**config.mk**
```make
export PLATFORM = sky130hd
export DESIGN_NAME = load_store_unit
export DESIGN_NICKNAME = d
export VERILOG_FILES = /design/src/rtl/load_store_unit.sv
export SDC_FILE = /design/constraint.sdc
export NUM_CORES = 1
export LEC_CHECK = 0
export ABC_CLOCK_PERIOD_IN_PS = 2650
export BUFFER_PORTS_ARGS = -buffer_cell sky130_fd_sc_hd__buf_4
export CORE_ASPECT_RATIO = 0.5
export CORE_MARGIN = 2
export CORE_UTILIZATION = 35
export CTS_CLUSTER_SIZE = 8
export DETAILED_ROUTE_END_ITERATION = 6
export GPL_ROUTABILITY_DRIVEN = 0
export PLACE_DENSITY = 0.72
export SETUP_SLACK_MARGIN = 0.02
export SYNTH_ARGS = -nofsm -noshare
export SYNTH_HDL_FRONTEND = slang
export SYNTH_SLANG_ARGS = --single-unit
```
**constraint.sdc**
```tcl
create_clock -name clk -period 2.65 [get_ports clk]
set_input_delay 0.795 -clock clk [delete_from_list [all_inputs] [get_ports clk]]
set_output_delay 0.795 -clock clk [all_outputs]
set_load 0.03 [all_outputs]
```
**src/rtl/load_store_unit.sv**
```systemverilog
// load_store_unit: one-at-a-time load/store over a req/gnt/rvalid data-memory port.
// Define LSU_STORE_ACK_EN to make stores wait for dmem_rvalid as a write acknowledge.
module load_store_unit #(
    parameter int ADDR_W  = 32,
    parameter int TIMEOUT = 255
) (
    input  logic              clk,
    input  logic              rst_n,
    input  logic              start,
    input  logic              mem_read,
    input  logic [3:0]        mem_write,
    input  logic [1:0]        read_size,
    input  logic              read_signed,
    input  logic [ADDR_W-1:0] addr,
    input  logic [31:0]       wdata,
    output logic              busy,
    output logic              done,
    output logic [31:0]       rdata,
    output logic              err,
    output logic              dmem_req,
    output logic              dmem_we,
    output logic [3:0]        dmem_be,
    output logic [ADDR_W-1:0] dmem_addr,
    output logic [31:0]       dmem_wdata,
    input  logic              dmem_gnt,
    input  logic              dmem_rvalid,
    input  logic [31:0]       dmem_rdata
);
    typedef enum logic [1:0] {IDLE, REQ, RESP, DONE} state_t;
    state_t state, state_nx;
    logic              is_st, is_sig, st_nx, legal, launch, tmo;
    logic [1:0]        sz, sz_nx;
    logic [ADDR_W-1:0] a;
    logic [31:0]       wd, ld_ext;
    logic [7:0]        cnt, b;
    logic [15:0]       h;
    // Stores and loads share one size code; 3 marks an illegal mask or read_size.
    always_comb begin
        st_nx  = |mem_write;
        sz_nx  = st_nx ? (mem_write == 4'b0001 ? 2'd0 : mem_write == 4'b0011 ? 2'd1 :
                          mem_write == 4'b1111 ? 2'd2 : 2'd3) : read_size;
        legal  = sz_nx != 2'd3 && !(sz_nx == 2'd1 && addr[0]) && !(sz_nx == 2'd2 && addr[1:0] != 2'b00);
        launch = state == IDLE && start && (st_nx || mem_read);
        tmo    = (state == REQ || state == RESP) && cnt == 8'(TIMEOUT - 1);
        b      = 8'(dmem_rdata >> {a[1:0], 3'b000});
        h      = a[1] ? dmem_rdata[31:16] : dmem_rdata[15:0];
        ld_ext = sz == 2'd0 ? {{24{is_sig & b[7]}}, b} :
                 sz == 2'd1 ? {{16{is_sig & h[15]}}, h} : dmem_rdata;
    end
    always_comb begin
        state_nx = state;
        case (state)
            IDLE: if (launch) state_nx = legal ? REQ : DONE;
`ifdef LSU_STORE_ACK_EN
            REQ:  state_nx = tmo ? DONE : dmem_gnt ? RESP : REQ;
`else
            REQ:  state_nx = tmo ? DONE : dmem_gnt ? (is_st ? DONE : RESP) : REQ;
`endif
            RESP: state_nx = (tmo || dmem_rvalid) ? DONE : RESP;
            DONE: state_nx = IDLE;
            default: state_nx = IDLE;
        endcase
    end
    always_ff @(posedge clk or negedge rst_n) begin
        if (!rst_n) begin
            state  <= IDLE;
            is_st  <= 1'b0;
            is_sig <= 1'b0;
            sz     <= 2'd0;
            a      <= '0;
            wd     <= '0;
            cnt    <= '0;
            rdata  <= '0;
            err    <= 1'b0;
        end else begin
            state <= state_nx;
            if (launch) begin
                is_st  <= st_nx;
                is_sig <= read_signed;
                sz     <= sz_nx;
                a      <= addr;
                wd     <= wdata;
            end
            cnt <= launch ? 8'd0 : busy ? cnt + 8'd1 : cnt;
            // Entering DONE straight from IDLE means the op failed its legality check.
            if (state_nx == DONE) err <= state == IDLE || tmo;
            if (state == RESP && dmem_rvalid && !tmo && !is_st) rdata <= ld_ext;
        end
    end
    always_comb begin
        busy       = state == REQ || state == RESP;
        done       = state == DONE;
        dmem_req   = state == REQ;
        dmem_we    = dmem_req && is_st;
        dmem_be    = !dmem_req ? 4'b0000 :
                     !is_st ? 4'b1111 :
                     (sz == 2'd0 ? 4'b0001 : sz == 2'd1 ? 4'b0011 : 4'b1111) << a[1:0];
        dmem_addr  = dmem_req ? {a[ADDR_W-1:2], 2'b00} : '0;
        dmem_wdata = !dmem_we ? 32'd0 :
                     sz == 2'd0 ? {4{wd[7:0]}} : sz == 2'd1 ? {2{wd[15:0]}} : wd;
    end
endmodule

```
Word level (Yosys, flattened, before mapping)
Index checks and enable logic that the tools add are counted.
W data, S select, Z words.
{ "word_totals": {"register_bits": 111, "inputBits": 109, "out_inout_bits": 105, "wordCells": 74} }
{ "op_classes": {"addsub": 1, "eq_ne": 12, "n_shift": 2, "muxes": 24, "n_bitwise": 2, "reduce_logical": 24} }
{ "ops": {"columns": ["op", "n"], "rows": [
  ["$mux W32", 6],
  ["$shr A32 B5 Y8", 1],
  ["$mux W16", 1],
  ["$mux W4", 4],
  ["$mux W8", 2],
  ["$mux W2", 7],
  ["$logic_and A1 B1 Y1", 11],
  ["$add A8 B1 Y8 const B", 1],
  ["$eq A2 B2 Y1 const B", 4],
  ["$eq A8 B8 Y1 const B", 1],
  ["$pmux W2 S4", 1],
  ["$eq A2 B1 Y1 const B", 3],
  ["$eq A4 B1 Y1 const B", 1],
  ["$eq A4 B2 Y1 const B", 1],
  ["$eq A4 B4 Y1 const B", 1],
  ["$logic_not A1 Y1", 4],
  ["$logic_not A2 Y1", 2],
  ["$logic_or A1 B1 Y1", 4],
  ["$reduce_bool A2 Y1", 2],
  ["$reduce_or A4 Y1", 1],
  ["$shl A4 B2 Y4", 1],
  ["$mux W1", 3],
  ["$and A1 B1 Y1", 2],
  ["$ne A2 B2 Y1 const B", 1]
]} }

Depth between registers and ports, before layout
Gate-level depths: netlist of run 1.
{ "depth": {"ltp_word": 14, "ltp_mapped": 10, "mapped_depth_nobuf": 8} }

Worst setup path before layout of run 1
OpenSTA, ideal clock, no wires.
{ "synth_path": {"path_kind": "reg-to-output", "start": "register state[1]", "end": "output port dmem_wdata[13]", "arrival_ps": 1838, "required_time_ps": 1855, "slack_ps": 17, "path_stages_with_launch": 6, "cell_sequence": "dfrtp_1 -> inv_1 -> ha_1 -> nand2_1 -> clkbuf_1 -> a21oi_1"} }
{ "synth_between": {"elab_chain_cells": 3} }
{ "synth_lines": {"columns": ["element", "line_no", "rtl"], "rows": [
  ["from (decl)", "30", "state_t state, state_nx;"],
  ["from (signal assigned)", "76", "state <= state_nx;"],
  ["$eq A2 B1 Y1", "93", "dmem_req = state == REQ;"],
  ["net dmem_req", "20", "output logic dmem_req,"],
  ["$logic_and A1 B1 Y1", "94", "dmem_we = dmem_req && is_st;"],
  ["$mux W32", "99", "dmem_wdata = !dmem_we ? 32'd0 :"],
  ["to (decl)", "24", "output logic [31:0] dmem_wdata,"]
]} }
The timed path passes the listed nets, and every way through them passes these cells.

Worst setup path in the final report of run 1
{ "layout_path": {"start": "register state[1]", "end": "output port dmem_wdata[8]"} }
{ "layout_between": {"elab_chain_cells": 3} }
{ "layout_lines": {"columns": ["element", "line_no"], "rows": [
  ["$eq A2 B1 Y1", "93"],
  ["$logic_and A1 B1 Y1", "94"],
  ["$mux W32", "99"]
]} }
Every way passes these cells.

==> results of run 1 <==
==> layer usage <==
metal,GRT usage,vias to the layer above,wire length [microns]
li1,-,2690,-
met1,0.2474,2688,7175
met2,0.3364,184,8595
met3,0.03355,31,953
met4,0.06037,0,345
met5,0,-,0
==> repair_timing <==
action                                 CTS  global route
hold buffers                             0             0
resized for setup                        1            11
endpoints found under the hold margin    0             0
setup endpoints to repair                1            41
==> Yosys cell counts, types with 2 or more instances <==
| master | count |
|---|---|
| nand2_1 | 280 |
| dfrtp_1 | 111 |
| a311oi_1 | 7 |
| or3_1 | 3 |
| o21ai_0 | 19 |
| a31oi_1 | 2 |
| nand2b_1 | 2 |
| buf_1 | 3 |
| ha_1 | 7 |
| nand4_1 | 5 |
| clkbuf_1 | 34 |
| inv_1 | 7 |
| and3_1 | 12 |
| nand3_1 | 4 |
| or2_2 | 2 |
| o21bai_1 | 2 |
| xor2_1 | 4 |
| nor2_1 | 56 |
| mux4_2 | 7 |
| buf_4 | 4 |
| and2_1 | 31 |
| buf_2 | 7 |
| mux2i_1 | 18 |
| a21oi_1 | 53 |
| a21o_1 | 10 |
==> critical path, stage by stage (launching register included) <==
cell	delay, ns
dfrtp_1	0.44
inv_2	0.10
ha_2	0.21
nand2_1	0.07
buf_6	0.20
a21oi_1	0.16
buf_4	0.19
==> final timing paths <==
path	from	end	slack (ns)	depth (start not counted)
min reg2reg	a[4]	a[4]	0.47	2
min	rst_n	a[6]	0.42	1
max	state[1]	dmem_wdata[8]	0.15	6
max reg2reg	state[0]	rdata[9]	0.44	9
min in group clk	a[4]	a[4]	0.47	2
max in group asynchronous	rst_n	a[1]	1.53	2
==> final cells by class <==
class,instances,share of cell area
tap,227,0.03568
clock inverter,6,0.008331
inverter,7,0.003301
timing repair buffer,231,0.2199
clock buffer,10,0.03002
sequential,111,0.3493
multi-input combinational,543,0.3535
==> power groups by stage <==
stage          clock (mW)  sequential, mW  combinational, mW
2_1_floorplan           0            3.34               2.78
3_3_place_gp            0            3.08               4.60
3_5_place_dp            0            3.09               4.71
4_1_cts              1.44            3.08               4.72
5_1_grt              1.50            3.20               5.18
6_report             1.39            3.10               4.71
==> logic make-up after synthesis <==
| logic type | count (synthesis) | synth area share |
|---|---|---|
| AO/OA/AOI/OAI | 105 | 0.1110 |
| adder cells (fa/ha/maj) | 7 | 0.01514 |
| multiplexers | 26 | 0.06036 |
| buffers and inverters | 55 | 0.03981 |
| AND/OR/NAND/NOR | 398 | 0.2852 |
| XOR/XNOR | 5 | 0.007572 |
| other | 1 | 0.0006484 |
| flip-flops | 111 | 0.4803 |
==> placed cells by master, fill, tap and decap left out, types with 2 or more instances in the layout <==
| master | n |
|---|---|
| dfrtp_1 | 109 |
| a21oi_2 | 4 |
| xor2_1 | 4 |
| ha_1 | 6 |
| and3_1 | 12 |
| clkbuf_16 | 9 |
| a21o_1 | 10 |
| inv_6 | 3 |
| mux2i_1 | 18 |
| nand3_1 | 4 |
| nor2_2 | 2 |
| o21ai_0 | 19 |
| nand2b_1 | 2 |
| mux4_2 | 7 |
| inv_1 | 6 |
| buf_4 | 229 |
| nand2_1 | 280 |
| and2_1 | 31 |
| nand4_1 | 5 |
| clkinv_2 | 2 |
| a31oi_1 | 2 |
| dfrtp_2 | 2 |
| a311oi_1 | 7 |
| a21oi_1 | 49 |
| conb_1 | 2 |
| or3_1 | 3 |
| o21bai_1 | 2 |
| nor2_1 | 54 |
==> through the flow <==
stage / power [mW] / instance area (sq um) / setup WS, ns / hold WS [ns]
final: 9.196 / 7960 / 0.1496 / 0.4197
after global routing: 9.872 / 7960 / 0.02926 / 0.4408
after CTS: 9.239 / 7933 / 0.02440 / 0.4229
after detailed placement: 7.801 / 7624 / 0.1755 / 0.4542
after global placement: 7.681 / 7624 / 0.1922 / 0.4506
after floorplan: 6.121 / 5787 / 0.01749 / 0.4374
==> sequential cells by signal, indices dropped and copies added, names as in the netlist <==
signal / count
rdata: 32
sz: 2
err: 1
a: 32
state: 2
cnt: 8
wd: 32
is_st: 1
is_sig: 1
==> results.toml, run 1 <==
[logic_synthesis]
synth_cells = 708
synth.ff_latch_count = 111
ys_async_sr_fraction = 1.000
synth_cell_types = 43
ys_warn_count = 0
synth_flop_cell = "dfrtp_1"
synth_top_area_share = 0.4803
ys_seq_area_frac = 0.4803
avgSynthCellArea_sq_um = 8.168
synthesis.area_sq_um = 5783
ys_top_cells_by_area = "dfrtp_1 (48%), nand2_1 (18%), a21oi_1 (4.6%), nor2_1 (3.6%), and2_1 (3.4%)"
synth_top_area_cell = "dfrtp_1"
synth_edf_count = 0

[worst_setup_path]
path_max_fanout = 25
cp-end-kind = "output port"
critPathLaunchType = "register"
crit_type = "register to output port"
cp.arrival_ns = 1.71
crit_required_ns = 1.86

[clock_network]
cts_inserted_buffers = 9
post_cts_buffers = 0
clk_latency_ns = 0.34
cts_sinks = 111
clock_path_buffers = 2
root_buffer = "clkbuf_16"
clkTransAtPathRegs_ns = 0.07
cts_tree = "done"
cts_max_level = 3

[timing]
setup_viol = 0
relSlewSlack = 0.6068
worst_pin_slew_ns = 0.5898
drv_slew = 0
rsz0062_at_grt = "no"
max_freq_ghz = 0.3999
final.min_clock_period_ns = 2.500
fin_crit_sh = 0.9436
fin_worst_skew_ns = 0.006942
finalHoldViolCount = 0
setup_tns_ns = 0

[drt]
detail_route.vias_per_cell = 4.928
wl_mm = 17.07
final_antenna_net_count = 0
drtIter0Drc = 309
routedWlPerCell_microns = 15.04
dr.pass1.iters = 5
drc = 0
num_vias = 5593

[power]
seq_power_share = 0.337
p_int_mw = 5.059
power_leakage_nw = 4.177
sw_frac_of_total = 0.4498
power.share.combinational = 0.512
p_switching_mw = 4.136
power_density_nw_per_um2 = 1155
ir_drop_v = 0.0005062
clockPowerShare = 0.152

[grt]
grt_pass1_wl_mm = 27.10
grt_remaining_overflow = 0
grt.total_usage = 0.1933
antenna_found_initial = 0
grt_max_degree = 59
grt_pass1_vias = 5506

[place]
port_buffers = 211
dpl.hpwl_mm = 12.64
dpl.cell_count = 1119

[layout]
instances_no_fill = 1135
fillers = 1584
drive_gt1_frac = 0.2985
multi_input_area_sq_um = 2814
final_util = 0.4893
area_growth_pct = 37.65
nets = 1019
seq_area_sq_um = 2780
n_antenna_cell = 0

[die]
die_h_microns = 94.90
row_count = 33
start_util = 0.3555
dieArea_sq_um = 17630
coreArea_sq_um = 16270
ioPinCount = 214
die_w_microns = 185.8

[hold_path]
hp-class = "primary input to asynchronous set/reset pin"

[run_status]
outcome = "complete, no violations"

[flow_run]
cap_violations = 0
No activity file was read; power rests on OpenSTA's default activity.
==> inputs of run 2 (changes only) <==
--- a/config.mk
+++ b/config.mk
@@ -5,14 +5,14 @@
 export SDC_FILE = /design/constraint.sdc
 export NUM_CORES = 1
 export LEC_CHECK = 0
-export ABC_CLOCK_PERIOD_IN_PS = 2650
+export ABC_CLOCK_PERIOD_IN_PS = 3000
 export BUFFER_PORTS_ARGS = -buffer_cell sky130_fd_sc_hd__buf_4
-export CORE_ASPECT_RATIO = 0.5
 export CORE_MARGIN = 2
 export CORE_UTILIZATION = 35
 export CTS_CLUSTER_SIZE = 8
 export DETAILED_ROUTE_END_ITERATION = 6
 export GPL_ROUTABILITY_DRIVEN = 0
+export MAX_ROUTING_LAYER = met4
 export PLACE_DENSITY = 0.72
 export SETUP_SLACK_MARGIN = 0.02
 export SYNTH_ARGS = -nofsm -noshare
==> constraint.sdc (replaced) <==
create_clock -name clk -period 3 [get_ports clk]
set_input_delay 0.9 -clock clk [delete_from_list [all_inputs] [get_ports clk]]
set_output_delay 0.9 -clock clk [all_outputs]
set_load 0.03 [all_outputs]
==> results.toml, run 2 (synthesis results as in run 1) <==
[clock_network]
clk_latency_ns = 0.36
cts_hold_buffers = 0
clkTransAtPathRegs_ns = 0.08
root_buffer = "clkbuf_16"
cts_resized = 0
clock_path_buffers = 2
cts_sinks = 111
cts_tree = "done"
cts_inserted_buffers = 9
cts_max_level = 3
post_cts_buffers = 0

[drt]
final_antenna_net_count = 0
wl_met3_mm = 1.461
detail_route.vias_per_cell = 5.004
dr_wl_met2_mm = 8.200
num_vias = 5614
wl_met1_mm = 8.054
wl_mm = 18.27
maxUsedRoutingLayer = "met4"
dr.pass1.iters = 5
drtIter0Drc = 369
routedWlPerCell_microns = 16.28
drc = 0

[worst_setup_path]
cp-end-kind = "output port"
crit_required_ns = 2.10
path_max_fanout = 21
cp.arrival_ns = 1.93
r2r_cells = 6
rr_endpoint = "rdata[22]"
critPathLaunchType = "register"
reg2reg_from = "a[1]"
r2r_slack_ns = 0.61
crit_type = "register to output port"

[die]
coreArea_sq_um = 16000
die_h_microns = 132.5
ioPinCount = 214
row_count = 46
dieArea_sq_um = 17570
start_util = 0.3614
die_w_microns = 132.5

[place]
dpl.cell_count = 1106
pre_cts_ws_ns = 0.4038
port_buffers = 211
dpl.hpwl_mm = 13.18

[layout]
nets = 1017
instances_no_fill = 1122
fillers = 1588
reg.largest.list = "a: 32 flops, rdata: 32 flops, wd: 32 flops"
drive_gt1_frac = 0.2859
n_antenna_cell = 0
final_cell_mix = "nand2_1 (280), buf_4 (225), dfrtp_1 (111)"
final_common_cell = "nand2_1"
area_growth_pct = 37.41

[timing]
drv_slew = 0
max_freq_ghz = 0.3530
fin_worst_skew_ns = 0.006130
finalWorstSetupSlack_ns = 0.1670
setup_viol = 0
finalHoldViolCount = 0
worst_pin_slew_ns = 0.7363
relSlewSlack = 0.5091
setup_tns_ns = 0
final.min_clock_period_ns = 2.833
rsz0062_at_grt = "no"
worst_hold_slack_ns = 0.4702
fin_crit_sh = 0.9443

[grt]
grt_pass1_wl_mm = 28.75
grt_max_degree = 57
grt.total_usage = 0.2121
antenna_found_initial = 0
grt_pass1_vias = 5410
grt_remaining_overflow = 0

[run_status]
outcome = "complete, no violations"

[hold_path]
worstHoldStart = "a[14]"
min_delay_path_depth = 2
hold_end = "a[14]"
hp-class = "register to register"

[flow_run]
cap_violations = 0

[power]
p_total_mw = 8.185
power_density_nw_per_um2 = 1030
ir_drop_v = 0.0004354
power_leakage_nw = 4.182
-- run 2: cell count changes in the layout (fill, tap and decap cells not counted), moves of 3 or more --
cell	previous run	this run
a21oi_1	49	53
buf_12	1	4
buf_4	229	225
a21oi_2	4	0
-- run 2: power by group --
part	internal, mW	switching [mW]	leakage, nW
clock network	0.667	0.623	0.150
registers	2.18	0.549	1.38
logic	1.59	2.57	2.65
-- run 2: routing by layer --
metal | global-route usage | vias up
li1 | - | 2692
met4 | 0.08901 | 0
met3 | 0.04368 | 36
met1 | 0.2868 | 2630
met2 | 0.3100 | 256
met5 | - | -
-- run 2: worst max-delay path by stage --
| stage | slack [ns] | cells after the start | end | start |
|---|---|---|---|---|
| after floorplan | 0.26 | 5 | dmem_wdata[13] | state[1] |
| after detailed placement | 0.40 | 7 | rdata[22] | dmem_rdata[15] |
| after global routing | 0.05 | 6 | dmem_be[3] | state[1] |
| after CTS | 0.16 | 6 | dmem_be[3] | state[1] |
| final | 0.17 | 6 | dmem_be[3] | state[1] |
| after global placement | 0.43 | 7 | err | mem_write[1] |
-- run 2: final cells by class --
class                           instances  area (sq um)  share of cell area
Tap cell                              216         270.3             0.03401
Timing Repair Buffer                  229          1769              0.2226
Multi-Input combinational cell        543          2789              0.3510
Inverter                                7         26.28            0.003307
Clock buffer                            9         225.2             0.02834
Clock inverter                          7         88.84             0.01118
Sequential cell                       111          2778              0.3496
-- run 2: stage by stage --
stage               cell area (sq um)  utilization
floorplan                        5787            -
global route                     7946       0.4966
CTS                              7946       0.4966
detailed placement               7632       0.4770
finish                           7946       0.4966
global placement                 7632       0.4770
-- run 2: critical path, cell delays in order, from the launching register on --
cell and delay [ns]:
dfrtp_1 0.44, inv_1 0.12, ha_1 0.23, buf_4 0.26, inv_1 0.12, a31oi_1 0.19, buf_4 0.21
==> inputs of run 3 (changes only) <==
--- a/config.mk
+++ b/config.mk
@@ -5,13 +5,14 @@
 export SDC_FILE = /design/constraint.sdc
 export NUM_CORES = 1
 export LEC_CHECK = 0
+export ABC_AREA = 1
 export ABC_CLOCK_PERIOD_IN_PS = 3000
 export BUFFER_PORTS_ARGS = -buffer_cell sky130_fd_sc_hd__buf_4
+export CORE_ASPECT_RATIO = 1.2
 export CORE_MARGIN = 2
 export CORE_UTILIZATION = 35
 export CTS_CLUSTER_SIZE = 8
 export DETAILED_ROUTE_END_ITERATION = 6
-export GPL_ROUTABILITY_DRIVEN = 0
 export MAX_ROUTING_LAYER = met4
 export PLACE_DENSITY = 0.72
 export SETUP_SLACK_MARGIN = 0.02
==> results.toml, run 3 <==
[logic_synthesis]
synth_top_area_cell = "dfrtp_1"
ys_top_cells_by_area = "dfrtp_1 (47%), nand2_1 (22%), inv_1 (5.1%), nor2_1 (4.1%), o21ai_0 (3.9%)"
synth_cell_types = 34
synth_cells = 826
synthesis.area_sq_um = 5909
synth_flop_cell = "dfrtp_1"
synth_edf_count = 0
ys_seq_area_frac = 0.4700
ys_warn_count = 0
yosysMostFrequentCell = "nand2_1"
synth_common_cells = "nand2_1 (344), dfrtp_1 (111), inv_1 (81)"
synth.ff_latch_count = 111
avgSynthCellArea_sq_um = 7.154
synth_top_area_share = 0.4700
ys_async_sr_fraction = 1.000

[drt]
dr.pass1.iters = 5
detail_route.vias_per_cell = 4.849
final_antenna_net_count = 0
routedWlPerCell_microns = 15.35
drtIter0Drc = 485
wl_mm = 19.06
num_vias = 6022
drc = 0

[timing]
finalWorstSetupSlack_ns = 0.1798
setup_viol = 0
fin_worst_skew_ns = 0.005479
max_freq_ghz = 0.3546
rsz0062_at_grt = "no"
fin_crit_sh = 0.9401
worst_pin_slew_ns = 0.8241
finalHoldViolCount = 0
worst_hold_slack_ns = 0.4683
drv_slew = 0
relSlewSlack = 0.4506
final.min_clock_period_ns = 2.820
setup_tns_ns = 0

[power]
power_density_nw_per_um2 = 1038
power_leakage_nw = 4.493
p_switching_mw = 3.905
sw_frac_of_total = 0.4686
p_total_mw = 8.333
clockPowerShare = 0.159
power.share.combinational = 0.517
seq_power_share = 0.324
ir_drop_v = 0.0003760
p_int_mw = 4.428

[hold_path]
hp-class = "primary input to asynchronous set/reset pin"

[die]
coreArea_sq_um = 16720
die_w_microns = 122.6
start_util = 0.3534
die_h_microns = 146.3
dieArea_sq_um = 17940
ioPinCount = 214
row_count = 52

[clock_network]
clkTransAtPathRegs_ns = 0.08
clock_path_buffers = 2
clk_latency_ns = 0.35
post_cts_buffers = 0
cts_inserted_buffers = 9
cts_max_level = 3
root_buffer = "clkbuf_16"
cts_sinks = 111
cts_tree = "done"

[worst_setup_path]
startpoint = "state[1]"
critPathLaunchType = "register"
crit_type = "register to output port"
cp-end-kind = "output port"
cp.arrival_ns = 1.92
path_max_fanout = 22
reg2reg_from = "a[0]"
crit_required_ns = 2.10

[layout]
seq_area_sq_um = 2778
area_growth_pct = 35.91
final_util = 0.4803
multi_input_area_sq_um = 2590
nets = 1136
final_common_cell = "nand2_1"
fin_area_sq_um = 8031
fillers = 1679
instances_no_fill = 1242
reg.largest.list = "a: 32 flops, rdata: 32 flops, wd: 32 flops"
drive_gt1_frac = 0.2527
final_cell_mix = "nand2_1 (343), buf_4 (228), dfrtp_1 (111)"

[grt]
grt.total_usage = 0.2185
grt_pass1_vias = 5828
grt_use_met1 = 0.2735
met2_usage = 0.3356
grt_pass1_wl_mm = 29.65
antenna_found_initial = 1
grt_max_degree = 82
use_met3 = 0.05547
grt_remaining_overflow = 0
grt-busiest-layer = "met2"

[place]
dpl.hpwl_mm = 13.79
dpl.cell_count = 1225
placed_area_sq_um = 7702
port_buffers = 211
place_congestion = 0.8966
pre_cts_ws_ns = 0.3973

[flow_run]
cap_violations = 0

[run_status]
outcome = "complete, no violations"
## run 3: cell types whose count changed after synthesis, sizes merged, moves of 11 or more
cell,previous run,this run
nor2,56,68
buf,14,25
a41oi,1,16
nand2,280,345
and3,12,0
mux2i,18,0
inv,7,87
and2,31,0
clkbuf,34,22
o21ai,19,47
nand3,4,21
## run 3: cell families (layout without fill, tap and decap cells)
logic type,Yosys count,after routing,synth area share
AND/OR/NAND/NOR,440,440,0.2892
buffers and inverters,135,333,0.09380
AO/OA/AOI/OAI,130,130,0.1285
flip-flops,111,111,0.4700
adder cells (fa/ha/maj),7,7,0.01482
XOR/XNOR,2,2,0.002965
other,1,3,0.0006346
## run 3: critical path, cell delays in order (launching register included)
cell and delay (ns):
dfrtp_1 0.41, inv_1 0.13, ha_2 0.25, nand2_1 0.11, buf_4 0.26, a21oi_1 0.19
buf_4 0.19
## run 3: area by class of cell
cell class / count / area share
antenna: 1 / 0.0003116
clock buffer: 10 / 0.02851
clock inverter: 6 / 0.01168
inverter: 88 / 0.04191
multi-input combinational: 581 / 0.3225
sequential: 111 / 0.3458
tap: 216 / 0.03365
timing repair buffer: 229 / 0.2156
## run 3: power groups by stage
stage               combinational [mW]  clock, mW  sequential [mW]
global placement                  4.28          0             2.69
global route                      4.73       1.41             2.78
finish                            4.31       1.33             2.70
CTS                               4.34       1.36             2.69
floorplan                         2.45          0             2.99
detailed placement                4.33          0             2.70
## run 3: metal layers
metal,vias to the layer above,routed length [microns]
met3,39,1672
li1,2972,-
met5,-,0
met4,0,560
met1,2740,8147
met2,271,8680
## run 3: path summary, 6_finish.rpt
check,endpoint,slack [ns],cells past startpoint
max,dmem_wdata[21],0.18,6
min,rdata[2],0.47,1
max reg2reg,rdata[18],0.71,8
min reg2reg,err,0.48,2
max in group asynchronous,wd[9],1.79,2
min in group clk,err,0.48,2
## run 3: what timing repair did
action	in CTS	in global routing
hold buffers	0	0
resized for setup	1	1
setup endpoints to repair	2	3
gates cloned	0	0
pin swaps	0	0
